==> config.mk <==
export PLATFORM = sky130hd
export DESIGN_NAME = timebase_counter_flat
export DESIGN_NICKNAME = d
export VERILOG_FILES = /design/src/rtl/timebase_counter_pkg.sv /design/src/rtl/timebase_counter_if.sv /design/src/rtl/timebase_counter_edge_pulse.sv /design/src/rtl/timebase_counter.sv /design/src/flat_wrapper.sv
export SDC_FILE = /design/constraint.sdc
export NUM_CORES = 1
export LEC_CHECK = 0
export BUFFER_PORTS_ARGS = -buffer_cell sky130_fd_sc_hd__buf_2
export CAP_MARGIN = 0
export CORE_UTILIZATION = 55
export CTS_CLUSTER_DIAMETER = 50
export CTS_CLUSTER_SIZE = 14
export DETAILED_ROUTE_END_ITERATION = 8
export PLACE_DENSITY_LB_ADDON = 0.1
export SLEW_MARGIN = 25
export SYNTH_ARGS = -nofsm -noshare
export SYNTH_HDL_FRONTEND = slang
export SYNTH_SLANG_ARGS = --single-unit
==> constraint.sdc <==
create_clock -name clock -period 2.6 [get_ports clock]
set_input_delay 0.52 -clock clock [delete_from_list [all_inputs] [get_ports clock]]
set_output_delay 0.52 -clock clock [all_outputs]
set_load 0.03 [all_outputs]
==> src/rtl/timebase_counter_pkg.sv <==
// Shared constants and parameter-legality check for the timebase counter.
package timebase_pkg;

    localparam logic DIR_UP   = 1'b0;
    localparam logic DIR_DOWN = 1'b1;

    localparam int DEF_WIDTH    = 24;
    localparam int DEF_NUM_TAPS = 4;
    localparam int DEF_TAP_LSB  = 16;

    function automatic bit params_legal(input int width, input int num_taps, input int tap_lsb);
        return (width >= 2) && (num_taps >= 1) && (tap_lsb >= 0) && (tap_lsb + num_taps <= width);
    endfunction

endpackage

==> src/rtl/timebase_counter_if.sv <==
// Control/status bundle of the timebase counter; master = consumer, slave = counter.
// TIMEBASE_ONESHOT_EN adds the one_shot control.
interface timebase_counter_if
    import timebase_pkg::*;
#(
    parameter int WIDTH    = DEF_WIDTH,
    parameter int NUM_TAPS = DEF_NUM_TAPS
);
    logic                enable;
    logic                clear;
    logic                load;
    logic [WIDTH-1:0]    load_value;
    logic                down;
    logic [WIDTH-1:0]    limit;
    logic [WIDTH-1:0]    out;
    logic                wrap;
    logic [NUM_TAPS-1:0] tick;
`ifdef TIMEBASE_ONESHOT_EN
    logic                one_shot;

    modport master (output enable, clear, load, load_value, down, limit, one_shot,
                    input  out, wrap, tick);
    modport slave  (input  enable, clear, load, load_value, down, limit, one_shot,
                    output out, wrap, tick);
`else
    modport master (output enable, clear, load, load_value, down, limit,
                    input  out, wrap, tick);
    modport slave  (input  enable, clear, load, load_value, down, limit,
                    output out, wrap, tick);
`endif
endinterface

==> src/rtl/timebase_counter_edge_pulse.sv <==
// One-bit rising-edge detector with synchronous clear; i_arm gates whether a
// rise may produce a pulse (history still follows i_sample when disarmed).
module edge_pulse (
    input  logic clock,
    input  logic reset_n,
    input  logic i_clear,
    input  logic i_arm,
    input  logic i_sample,
    output logic o_pulse
);
    logic r_hist;
    logic r_pulse;

    // NOTE: clocked state uses non-blocking (<=) so every flop samples pre-edge values.
    always_ff @(posedge clock or negedge reset_n) begin
        if (!reset_n) begin
            r_hist  <= 1'b0;
            r_pulse <= 1'b0;
        end else if (i_clear) begin
            r_hist  <= 1'b0;
            r_pulse <= 1'b0;
        end else begin
            r_hist  <= i_sample;
            r_pulse <= i_arm & i_sample & ~r_hist;
        end
    end

    assign o_pulse = r_pulse;

endmodule

==> src/rtl/timebase_counter.sv <==
// Up/down timebase with wrap limit, clear/load, terminal-count pulse and tick strobes.
// TIMEBASE_ONESHOT_EN: counter stops at its terminal value while one_shot is high.
module timebase_counter
    import timebase_pkg::*;
#(
    parameter int WIDTH    = DEF_WIDTH,
    parameter int NUM_TAPS = DEF_NUM_TAPS,
    parameter int TAP_LSB  = DEF_TAP_LSB
) (
    input  logic               clock,
    input  logic               reset_n,
    timebase_counter_if.slave  bus
);
    generate
        if (!params_legal(WIDTH, NUM_TAPS, TAP_LSB)) begin : g_param_check
            $error("timebase_counter: illegal WIDTH/NUM_TAPS/TAP_LSB combination");
        end
    endgenerate

    logic [WIDTH-1:0]    r_out;
    logic                r_wrap;
    logic [WIDTH-1:0]    w_next_out;
    logic                w_next_wrap;
    logic                w_step;
    logic                w_one_shot;
    logic [WIDTH-1:0]    w_inc;
    logic [WIDTH-1:0]    w_dec;
    logic [NUM_TAPS-1:0] w_tick;

`ifdef TIMEBASE_ONESHOT_EN
    assign w_one_shot = bus.one_shot;
`else
    assign w_one_shot = 1'b0;
`endif

    assign w_inc = r_out + 1'b1;
    assign w_dec = r_out - 1'b1;

    // NOTE: every always_comb output gets a default first so no path infers a latch.
    always_comb begin
        w_next_out  = r_out;
        w_next_wrap = 1'b0;
        w_step      = 1'b0;
        if (bus.clear) begin
            w_next_out = '0;
        end else if (bus.load) begin
            w_next_out = bus.load_value;
        end else if (bus.enable) begin
            w_step = 1'b1;
            if (bus.down == DIR_UP) begin
                if (r_out < bus.limit) begin
                    w_next_out  = w_inc;
                    w_next_wrap = w_one_shot && (w_inc == bus.limit);
                end else if (!w_one_shot) begin
                    // Values above limit (after load or limit change) also roll to 0.
                    w_next_out  = '0;
                    w_next_wrap = 1'b1;
                end
            end else begin
                if (r_out != '0) begin
                    w_next_out  = w_dec;
                    w_next_wrap = w_one_shot && (w_dec == '0);
                end else if (!w_one_shot) begin
                    w_next_out  = bus.limit;
                    w_next_wrap = 1'b1;
                end
            end
        end
    end

    always_ff @(posedge clock or negedge reset_n) begin
        if (!reset_n) begin
            r_out  <= '0;
            r_wrap <= 1'b0;
        end else begin
            r_out  <= w_next_out;
            r_wrap <= w_next_wrap;
        end
    end

    // Ticks see the next count so each strobe lines up with the first cycle the bit reads 1.
    generate
        for (genvar i = 0; i < NUM_TAPS; i++) begin : g_tap
            edge_pulse u_edge (
                .clock    (clock),
                .reset_n  (reset_n),
                .i_clear  (bus.clear),
                .i_arm    (w_step),
                .i_sample (w_next_out[TAP_LSB+i]),
                .o_pulse  (w_tick[i])
            );
        end
    endgenerate

    assign bus.out  = r_out;
    assign bus.wrap = r_wrap;
    assign bus.tick = w_tick;

endmodule

==> src/flat_wrapper.sv <==
// flat-port wrapper written by rule: the top's interface ports become plain ports
module timebase_counter_flat import timebase_pkg::*;
#(
    parameter int WIDTH    = DEF_WIDTH,
    parameter int NUM_TAPS = DEF_NUM_TAPS,
    parameter int TAP_LSB  = DEF_TAP_LSB
)
  (clock, reset_n, bus_enable, bus_clear, bus_load, bus_load_value, bus_down, bus_limit, bus_out, bus_wrap, bus_tick);
  timebase_counter_if #(.WIDTH(WIDTH), .NUM_TAPS(NUM_TAPS)) bus_i ();
  input  logic clock;
  input  logic reset_n;
  input wire logic [$bits(bus_i.enable)-1:0] bus_enable;
  input wire logic [$bits(bus_i.clear)-1:0] bus_clear;
  input wire logic [$bits(bus_i.load)-1:0] bus_load;
  input wire logic [$bits(bus_i.load_value)-1:0] bus_load_value;
  input wire logic [$bits(bus_i.down)-1:0] bus_down;
  input wire logic [$bits(bus_i.limit)-1:0] bus_limit;
  output wire logic [$bits(bus_i.out)-1:0] bus_out;
  output wire logic [$bits(bus_i.wrap)-1:0] bus_wrap;
  output wire logic [$bits(bus_i.tick)-1:0] bus_tick;
  assign bus_i.enable = bus_enable;
  assign bus_i.clear = bus_clear;
  assign bus_i.load = bus_load;
  assign bus_i.load_value = bus_load_value;
  assign bus_i.down = bus_down;
  assign bus_i.limit = bus_limit;
  assign bus_out = bus_i.out;
  assign bus_wrap = bus_i.wrap;
  assign bus_tick = bus_i.tick;
  timebase_counter #(.WIDTH(WIDTH), .NUM_TAPS(NUM_TAPS), .TAP_LSB(TAP_LSB)) u_core (.clock(clock), .reset_n(reset_n), .bus(bus_i));
endmodule
==> summary.md <==
| Metric | Value |
|---|---|
| Buffers on Ports | `about 80` |
| Worst EP arrival | `around 2.7 ns` |
| Tot Pwr | `1.83 mW` |
| Core ar. | `5640 um^2` |
| Final hold violations | `0` |
| Diode count | `0` |
| Max IR drop VDD | `~0.29 mV` |
| Routed WL | `about 11000 um` |
| Cells after synthesis | `427` |
| Vias per cell | `6.40` |
| Outcome | `complete, no violations` |
| DRC Markers | `0` |
| H-tree depth | `2` |
| Clk Latency, worst-skew pair | `0.29 ns` |
| Pin count of the biggest net entering global routing | `34` |
| Worst path required time | `2.80 ns` |
| Net count, final | `629` |
| Slew of the pin with the lowest slew margin | `0.789 ns` |
| Maximum clock path buffer count | `2` |
| Starting Density | `58.8%` |
| Die Y | `79.6 um` |
| Filler cells | `between 400 and 500` |
| Crit Path Category | `flip-flop to flip-flop` |
| Fmax | `403 MHz` |
| Final min period | `2.48 ns` |
| Slew headroom | `between 40% and 50%` |
| Final ANT Viol Nets | `0` |
| Max cap viols | `0` |
| Comb pwr share | `38.4%` |
| Worst-path clk slew | `0.08 ns` |
| Int Power | `1.15 mW` |
| Synth async-reset ratio | `between 90% and 100%` |
| Vias | `3978` |
| Final setup vio count | `0` |
| Total CTS buffers | `5` |
| Initial antenna violation count | `0` |
| RePlAce Congestion | `approximately 0.93` |
| Main synth FF type | `dfrtp_1` |
| Setup TNS | `0 ns` |
| Reg-to-reg endpoint | `u_core.bus.out[14]` |
| Average cell area after synthesis | `approximately 7.8 um^2` |
| Die ar. | `6340 um^2` |
| Setup crit end kind | `flip-flop` |
| Clock Tree Root | `clkbuf_8` |
| CTS Hold Buffers Added | `0` |
| Min Hold Slack | `0.301 ns` |
| Crit path max fanout | `11` |
| Reg2Reg Depth | `9` |
| First-pass GRT wire length | `between 15000 and 20000 um` |
| I/O Pins | `83` |
| Post-synth EDFFs | `0` |
| Final Cycle Share | `between 90% and 100%` |
| Register area share after synthesis | `around a quarter` |
| Unrepaired setup endpoints after global routing | `yes` |
| Routed len/inst | `18.0 um` |
| Yosys cell types | `69` |
| Layout cells sized above 1 | `32.2%` |
| GRT Util Overall | `around 36%` |
| Layout Cells excl Fill | `around 620` |
| Clock Sinks | `33` |
| Ys Warns | `0` |
| Pwr/cell area | `424 nW/um^2` |
| Initial DRT Pass Iterations | `5` |
| Critical R2R Launch | `u_core.bus.out[2]` |
| Static Leakage | `2.10 nW` |
| Flop2flop setup slack | `roughly 0.12 ns` |
| Row cnt | `27` |
| CTS tree | `built` |
| Number of global-route vias before repair | `roughly 3600` |
| Mapped Area | `3320 um^2` |
| Area Growth Syn to Fin | `30.0%` |
| CTS resizes | `0` |
| Final Skew | `0.00675 ns` |
| Pins Over Slew Limit | `0` |
| Post-CTS setup buffer count | `0` |
| DP HPWL | `8410 um` |
| CP Launch Type | `flip-flop` |
| Switching share of power | `37.2%` |
| Gr ovfl total | `0` |
| Clk network pwr share | `29.2%` |
| Flop pwr share | `32.4%` |
| Flops & latches, synth | `33` |
| DR iter-0 viols | `358` |
| Sw power | `679 uW` |
| Post-synth net total | `507` |
| Horiz. Die Dim | `79.6 um` |
| Placed cell count | `614` |
| Min-Delay Path Class | `input pin to asynchronous set/reset pin` |
-- through the flow --
step	cell area [um^2]	util, %	setup WS (ns)
after floorplan	3320	-	0.0587
after global placement	4140	73.4	-0.0638
after detailed placement	4140	73.4	-0.153
after CTS	4260	75.5	0.0584
after global routing	4310	76.4	-0.0187
final	4310	76.4	0.121
-- cell usage after synthesis (all sizes together), types with 4 or more instances --
cell type | count | area (um^2)
o21ai | 39 | 206
inv | 36 | 135
nor2 | 34 | 133
dfrtp | 33 | 826
a21oi | 30 | 150
nand2 | 27 | 101
ha | 26 | 325
a22oi | 20 | 150
buf | 18 | 105
nand3 | 18 | 95.1
nor3 | 16 | 80.1
clkbuf | 12 | 47.6
nand4 | 11 | 75.1
a31oi | 8 | 50.1
o31ai | 8 | 65.1
and3 | 7 | 45.1
nor4 | 7 | 88.8
a21o | 6 | 46.3
a221oi | 6 | 52.6
a211o | 4 | 36.3
a211oi | 4 | 30.0
nor4b | 4 | 41.3
o211ai | 4 | 30.0
o22ai | 4 | 25.0
-- power groups by stage --
stage	clock [mW]	combinational, mW	sequential [mW]
after floorplan	0	0.351	0.651
after global placement	0	0.660	0.597
after detailed placement	0	0.674	0.599
after CTS	0.532	0.679	0.589
after global routing	0.548	0.763	0.596
final	0.533	0.701	0.592
-- sequential cells by signal (all words and copies together) (netlist names) --
register,count
u_core.bus.wrap,1
u_core.g_tap.u_edge.r_hist,4
u_core.g_tap.u_edge.o_pulse,4
u_core.bus.out,24
-- worst max-delay path by stage --
stage,from,to,slack (ns),depth (start not counted)
3_5_place_dp,bus_limit[17],u_core.bus.out[2],-0.15,11
6_report,u_core.bus.out[2],u_core.bus.out[14],0.12,9
4_1_cts,u_core.bus.out[19],u_core.bus.out[7],0.06,9
2_1_floorplan,u_core.bus.out[21],u_core.bus.out[10],0.06,9
3_3_place_gp,bus_limit[23],u_core.bus.out[3],-0.06,11
5_1_grt,u_core.bus.out[2],u_core.bus.out[16],-0.02,9
-- layer usage --
layer	routed length, um	part of all wire (%)	GRT usage, %
met4	344	3.1	13.8
met5	0	0	0
met3	1150	10	5.83
met1	4460	40	46.2
met2	5230	47	61.3
-- cells in the final DEF (no fill, tap or decap), types with 3 or more instances in the layout --
cell type / n
a211o_1: 3
a211oi_1: 4
a21o_1: 5
a21oi_1: 29
a221oi_1: 5
a22oi_1: 20
a31oi_1: 7
a32o_1: 3
and2_1: 3
and3_1: 6
buf_2: 82
buf_4: 61
clkbuf_8: 6
dfrtp_1: 32
ha_1: 26
inv_1: 36
nand2_1: 27
nand3_1: 16
nand4_1: 10
nor2_1: 32
nor2b_1: 3
nor3_1: 15
nor4_1: 4
nor4_4: 3
nor4b_1: 3
o211ai_1: 4
o21ai_0: 29
o21ai_1: 9
o221ai_1: 3
o22ai_1: 4
o31ai_1: 7
-- kinds of logic (layout without fill, tap and decap cells) --
family          Yosys count  count (layout)  synth area share [%]
xor+xnor                  2               2                 0.528
mux                       1               1                 0.302
buf+inv                  66             189                  8.68
simple gates            146             146                  24.8
fa+ha+maj                26              26                  9.81
flops                    33              33                  24.9
compound gates          153             153                  31.0
-- cell type report --
cell class	instances	area, um^2	share of cell area, %
clock buffers	6	82.6	1.92
clock inverters	2	37.5	0.871
inverters	36	135	3.13
multi-input cells	328	2250	52.1
flip-flops and latches	33	827	19.2
well taps	72	90.1	2.09
repair buffers	145	891	20.7
-- worst max-delay path, cell delays in order (launching register included) --
cell	delay, ns
dfrtp_1	0.41
buf_4	0.18
nor2_1	0.39
nand3_1	0.22
buf_4	0.21
nor4_1	0.31
o21ai_0	0.14
a21oi_1	0.18
a21oi_1	0.10
o31ai_1	0.25
Note: power is estimated with default switching activity, not from simulation.
